## config.mk

```make
export PLATFORM = sky130hd
export DESIGN_NAME = rv32i_fetch_ctrl
export DESIGN_NICKNAME = d
export VERILOG_FILES = /design/src/rtl/rv32i_fetch_ctrl_pkg.sv /design/src/rtl/rv32i_fetch_ctrl_flush.sv /design/src/rtl/rv32i_fetch_ctrl.sv
export SDC_FILE = /design/constraint.sdc
export NUM_CORES = 1
export LEC_CHECK = 0
export ABC_AREA = 1
export CAP_MARGIN = 10
export CORE_MARGIN = 8
export CORE_UTILIZATION = 40
export DETAILED_ROUTE_END_ITERATION = 8
export DONT_BUFFER_PORTS = 1
export GPL_TIMING_DRIVEN = 0
export PLACE_DENSITY = 0.62
export SLEW_MARGIN = 20
export SYNTH_ARGS = -nofsm -noshare
export SYNTH_HDL_FRONTEND = slang
export SYNTH_HIERARCHICAL = 1
export SYNTH_SLANG_ARGS = --single-unit
```

## constraint.sdc

```tcl
create_clock -name clk -period 2.2 [get_ports clk]
set_clock_uncertainty 0.15 [all_clocks]
set_input_delay 0.22 -clock clk [delete_from_list [all_inputs] [get_ports clk]]
set_output_delay 0.22 -clock clk [all_outputs]
set_load 0.02 [all_outputs]
```

## src/rtl/rv32i_fetch_ctrl_pkg.sv

```systemverilog
// Shared definitions for the RV32I fetch controller.
//   fetch_state_e    : fetch FSM state encoding
//   NOP_INSTR        : canonical NOP (addi x0,x0,0) held in IF/ID while empty
//   DEFAULT_RESET_PC : default PC loaded on reset
//   PC_STEP          : sequential PC increment
//   is_aligned()     : true when an address is 4-byte aligned
package rv32i_fetch_ctrl_pkg;

  typedef enum logic [1:0] {
    FETCH_IDLE = 2'd0,
    FETCH_REQ  = 2'd1,
    FETCH_KILL = 2'd2,
    FETCH_TRAP = 2'd3
  } fetch_state_e;

  localparam logic [31:0] NOP_INSTR        = 32'h0000_0013;
  localparam logic [31:0] DEFAULT_RESET_PC = 32'h0000_0000;
  localparam logic [31:0] PC_STEP          = 32'd4;

  function automatic logic is_aligned(input logic [31:0] addr);
    return addr[1:0] == 2'b00;
  endfunction

endpackage

```

## src/rtl/rv32i_fetch_ctrl_flush.sv

```systemverilog
// Flush pulse generator: holds flush_o high for FLUSH_CYCLES cycles starting
// the cycle after start_i, restarting the count on every start_i.
//   clk, rst : clock, synchronous active-high reset
//   start_i  : redirect accepted this cycle
//   flush_o  : flush pulse to decode
// FLUSH_CYCLES is expected in 1..3 (2-bit counter).
module rv32i_flush_timer #(
  parameter int unsigned FLUSH_CYCLES = 1
) (
  input  logic clk,
  input  logic rst,
  input  logic start_i,
  output logic flush_o
);

  localparam logic [1:0] LOAD_VAL = 2'(FLUSH_CYCLES);

  logic [1:0] cnt_q;

  // NOTE: sequential state is assigned with <= so every register samples
  // pre-edge values regardless of statement order.
  always_ff @(posedge clk) begin
    if (rst) begin
      cnt_q <= 2'd0;
    end else if (start_i) begin
      cnt_q <= LOAD_VAL;
    end else if (cnt_q != 2'd0) begin
      cnt_q <= cnt_q - 2'd1;
    end
  end

  assign flush_o = (cnt_q != 2'd0);

endmodule

```

## src/rtl/rv32i_fetch_ctrl.sv

```systemverilog
// RV32I PC sequencer / fetch controller.
//   clk, rst                    : clock, synchronous active-high reset
//   imem_req/imem_addr          : fetch request, held with stable address
//   imem_ready/imem_rdata       : transfer when req && ready, data same cycle
//   stall                       : decode cannot take a new instruction
//   ex_valid/ex_pc_taken/ex_pc_next : redirect from the EX branch unit
//   if_valid/if_instr/if_pc     : IF/ID output register
//   flush_id                    : kill decode contents after a redirect
//   trap_misalign/trap_pc       : sticky misaligned-target trap
module rv32i_fetch_ctrl
  import rv32i_fetch_ctrl_pkg::*;
#(
  parameter logic [31:0] RESET_PC     = DEFAULT_RESET_PC,
  parameter int unsigned FLUSH_CYCLES = 1
) (
  input  logic        clk,
  input  logic        rst,
  output logic        imem_req,
  output logic [31:0] imem_addr,
  input  logic        imem_ready,
  input  logic [31:0] imem_rdata,
  input  logic        stall,
  input  logic        ex_valid,
  input  logic        ex_pc_taken,
  input  logic [31:0] ex_pc_next,
  output logic        if_valid,
  output logic [31:0] if_instr,
  output logic [31:0] if_pc,
  output logic        flush_id,
  output logic        trap_misalign,
  output logic [31:0] trap_pc
);

  fetch_state_e state_q;
  logic [31:0]  pc_q;
  logic [31:0]  kill_addr_q;  // address of the wrong-path request still in flight
  logic         if_valid_q;
  logic [31:0]  if_instr_q;
  logic [31:0]  if_pc_q;
  logic         trap_q;
  logic [31:0]  trap_pc_q;

  logic redir;
  logic trap_hit;
  logic redir_ok;
  logic xfer;

  assign redir    = ex_valid && ex_pc_taken && !trap_q;
  assign trap_hit = redir && !is_aligned(ex_pc_next);
  assign redir_ok = redir && is_aligned(ex_pc_next);

  // The request must react to stall in the same cycle, so it is decoded from
  // state rather than registered. In KILL the old address is replayed so an
  // outstanding handshake is never changed mid-request.
  // NOTE: every output of this block gets a default first, so no path can
  // leave it unassigned and infer a latch.
  always_comb begin
    imem_req  = 1'b0;
    imem_addr = pc_q;
    case (state_q)
      FETCH_REQ:  imem_req = !(if_valid_q && stall);
      FETCH_KILL: begin
        imem_req  = 1'b1;
        imem_addr = kill_addr_q;
      end
      default: ;
    endcase
  end

  assign xfer = imem_req && imem_ready;

  always_ff @(posedge clk) begin
    if (rst) begin
      state_q     <= FETCH_IDLE;
      pc_q        <= RESET_PC;
      kill_addr_q <= RESET_PC;
      if_valid_q  <= 1'b0;
      if_instr_q  <= NOP_INSTR;
      if_pc_q     <= 32'd0;
      trap_q      <= 1'b0;
      trap_pc_q   <= 32'd0;
    end else if (trap_hit) begin
      trap_q     <= 1'b1;
      trap_pc_q  <= ex_pc_next;
      if_valid_q <= 1'b0;
      state_q    <= FETCH_TRAP;
    end else if (redir_ok) begin
      // Redirect wins over stall; any word arriving this cycle is wrong-path.
      pc_q       <= ex_pc_next;
      if_valid_q <= 1'b0;
      case (state_q)
        FETCH_IDLE: state_q <= FETCH_REQ;
        FETCH_REQ: begin
          if (imem_req && !imem_ready) begin
            state_q     <= FETCH_KILL;
            kill_addr_q <= pc_q;
          end
        end
        FETCH_KILL: begin
          if (xfer) state_q <= FETCH_REQ;
        end
        default: ;
      endcase
    end else begin
      if (if_valid_q && !stall) if_valid_q <= 1'b0;
      case (state_q)
        FETCH_IDLE: state_q <= FETCH_REQ;
        FETCH_REQ: begin
          // A transfer only happens when the register is empty or draining,
          // so this load never overwrites a held instruction.
          if (xfer) begin
            if_instr_q <= imem_rdata;
            if_pc_q    <= pc_q;
            if_valid_q <= 1'b1;
            pc_q       <= pc_q + PC_STEP;
          end
        end
        FETCH_KILL: begin
          if (xfer) state_q <= FETCH_REQ;
        end
        default: if_valid_q <= 1'b0;
      endcase
    end
  end

  rv32i_flush_timer #(
    .FLUSH_CYCLES(FLUSH_CYCLES)
  ) u_flush_timer (
    .clk     (clk),
    .rst     (rst),
    .start_i (redir_ok),
    .flush_o (flush_id)
  );

  assign if_valid      = if_valid_q;
  assign if_instr      = if_instr_q;
  assign if_pc         = if_pc_q;
  assign trap_misalign = trap_q;
  assign trap_pc       = trap_pc_q;

endmodule
```

==> run metrics, run 1 <==
gpl congestion=0.919; top post-synthesis cells by area=dfxtp_1, nand2_1, o21ai_0; Clock Tree Buf Depth=2; fin crit share=97.7%; Max Fclk=0.465 GHz; Post-Place Cells=1278; clk sinks=about 170; starting DRC count in detailed routing=between 400 and 500; core area=roughly 18000 µm²; cell leakage power=3.87 nW; Setup Crit Path Kind=flop to flop; worst min path class=input pin to flop; Setup Viol. Count Final=0; antenna violation net count after detailed routing=0; Flop pwr share=roughly 45%; Int Pwr=0.00531 W; H-Tree Depth=4; Final min period=between 2 and 2.5 ns; total net switching power=0.00226 W; Final Max Slew Viols=0; CTS tree=yes; initial antenna violation count=0; run status=complete, no violations; Via Count=approximately 7000; Seq/Total Area, Yosys=between 40% and 50%; largest net degree at the start of global routing=17; Total Nets Final=1219; worst skew pair latency=between 0.4 and 0.5 ns; Post-Syn Nets=1125; count of input and output buffers=0; Post-synth top flop=dfxtp_1; total power=0.00757 W; CP arrival=2.32 ns; row count=49; worst-path fanout max=10; DRC=0; I/O pin total=202; Syn Area/Cell=6.99 µm²; Distinct cells, synth=31; Clock transition at path regs=roughly 0.07 ns; Setup crit end kind=flop; Comb pwr share=14.4%; share of cells above drive strength 1=~12%; Slew @ Worst Pin=0.631 ns; clock network power share=40.3%; synthesized instance count=~1000; gr usage total=22.0%; Crit path required time=2.37 ns; critical path startpoint category=flop; first-pass GRT wire length=38700 µm; Chip Height=151 µm; Seq cells post-synth=166; post-synth top area share=45.3%; Fin. Hold Viols=0; grt ovf=0; critical path, cell by cell=inv_2 > buf_4 > ha_4 > a21boi_4 > nand4_1 > buf_6 > buf_6 > buf_8 > nor2_1 > nor2_1; starting density of the core=between 40% and 50%; flop2flop setup slack=0.05 ns; Cell Area, Synth=7330 µm²; Die ar.=22900 µm²; CP max stage delay=~0.36 ns; commonest non-fill, non-tap cell in the layout=nand2_1; Die W=151 µm; Ys Warns=6; slowest CP cell=dfxtp_4; most frequent cells in the layout=nand2_1, nor2_1, dfxtp_1, a21oi_1, o21ai_0; final std cells w/o fill=around 1400; max cap viols=0; Max VDD drop=~0.53 mV; Synth area leader=dfxtp_1; vias in the first global route=~7000; ys async rst share=0%; CTS root buffer=clkbuf_16; Synth-to-Final Area Change=27.7%; Final HPWL DP=18800 µm; routed len/inst=~18 µm; drt first pass iters=5; Inserted Diodes=0; Max-slew headroom=just under 60%; clock buffer count from CTS=17; DRT Wirelength=25600 µm; Net Sw Frac=29.9%; P per Cell Area=~810 nW/µm²; Via density=5.19; EDFF count, synth=0
metrics by stage:
stage               area, µm²  hold slack, ns  util (%)   TNS, ns  worst slack, ns
floorplan                7330           0.196         -         0            0.195
global placement         7620           0.200      42.4    -10.39           -0.241
finish                   9370          0.0198      52.2         0           0.0497
global route             9370          0.0391      52.2    -0.107          -0.0233
CTS                      9270         0.00697      51.6  -0.00239         -0.00133
detailed placement       7620           0.203      42.4    -10.55           -0.249
power by group through the flow:
| stage | Combinational (W) | Sequential, W | Clock (W) |
|---|---|---|---|
| after floorplan | 0.000590 | 0.00345 | 0 |
| after global placement | 0.000784 | 0.00349 | 0 |
| after detailed placement | 0.000795 | 0.00349 | 0 |
| after CTS | 0.00102 | 0.00343 | 0.00310 |
| after global routing | 0.00120 | 0.00345 | 0.00320 |
| final | 0.00109 | 0.00343 | 0.00305 |
timing repair:
item                                    CTS  global route
hold endpoints to repair                 96             0
pin swaps                                19             2
buffers inserted                          2             4
hold buffers                             68             0
gates resized for setup                  98            19
endpoints found under the setup margin  131           156
gates cloned                              0             1
kinds of logic (layout without fill, tap and decap cells):
group                    after synthesis  in the layout  synth area share (%)
flip-flops                           166            166                  45.3
XOR/XNOR                               7              7                 0.836
AND/OR/NAND/NOR                      445            445                  24.7
AO/OA/AOI/OAI                        284            284                  19.7
adder cells (fa/ha/maj)                6              6                  1.02
buffers and inverters                141            248                  8.41
Yosys cell counts (2+ instances only):
library cell	count
nand3_1	36
a21boi_0	3
xor2_1	6
buf_4	5
buf_1	2
nor2_1	176
nor3_1	3
dfxtp_1	166
inv_2	4
ha_1	6
o21ai_1	23
clkbuf_1	30
clkbuf_2	3
buf_2	16
a211oi_1	2
nor2_4	4
nand2_1	211
nand4_1	5
nor2_2	6
inv_1	75
o21ai_0	134
a21oi_1	119
buf_6	6
state kept, by name (all words and copies together) (netlist names), 2 cells and up:
name / flops
kill_addr_q: 32
pc_q: 32
if_pc: 32
if_instr: 32
u_flush_timer/cnt_q: 2
state_q: 2
trap_pc: 32
layer usage:
metal	share of wire, %	wire length (µm)	global-route usage [%]
met5	0	0	0
met4	1.8	449	6.78
met3	8.4	2150	6.78
met2	49	12500	37.9
met1	41	10500	25.6
path summary, 6_finish.rpt:
| kind | from | endpoint | cells after the start |
|---|---|---|---|
| min | ex_pc_taken | trap_pc[0] | 4 |
| max | state_q[0] | if_instr[9] | 10 |
| max reg2reg | state_q[0] | if_instr[9] | 10 |
| min reg2reg | u_flush_timer/cnt_q[1] | u_flush_timer/cnt_q[1] | 2 |
critical path, delay by kind of cell, from the launching register on:
family	cells	cell delay, ns
buffers and inverters	5	0.64
DFF	1	0.36
and+or+nand+nor	3	0.32
AOI/OAI and AO/OA	1	0.29
adders and majority gates	1	0.28
area by class of cell:
cell class,count,area [µm²]
Multi-Input combinational cell,742,3750
Timing Repair Buffer,75,747
Clock inverter,12,143
Clock buffer,20,457
Inverter,79,299
Sequential cell,166,3330
Fill cell,1741,8590
Buffer,62,358
Tap cell,229,287
No activity file was read; power rests on OpenSTA's default activity.
==> run 2, diff against run 1 <==
- GPL_ROUTABILITY_DRIVEN: default -> 0
==> results of run 2 <==
No change in the layout: final DEF, timing and power equal those of run 1.
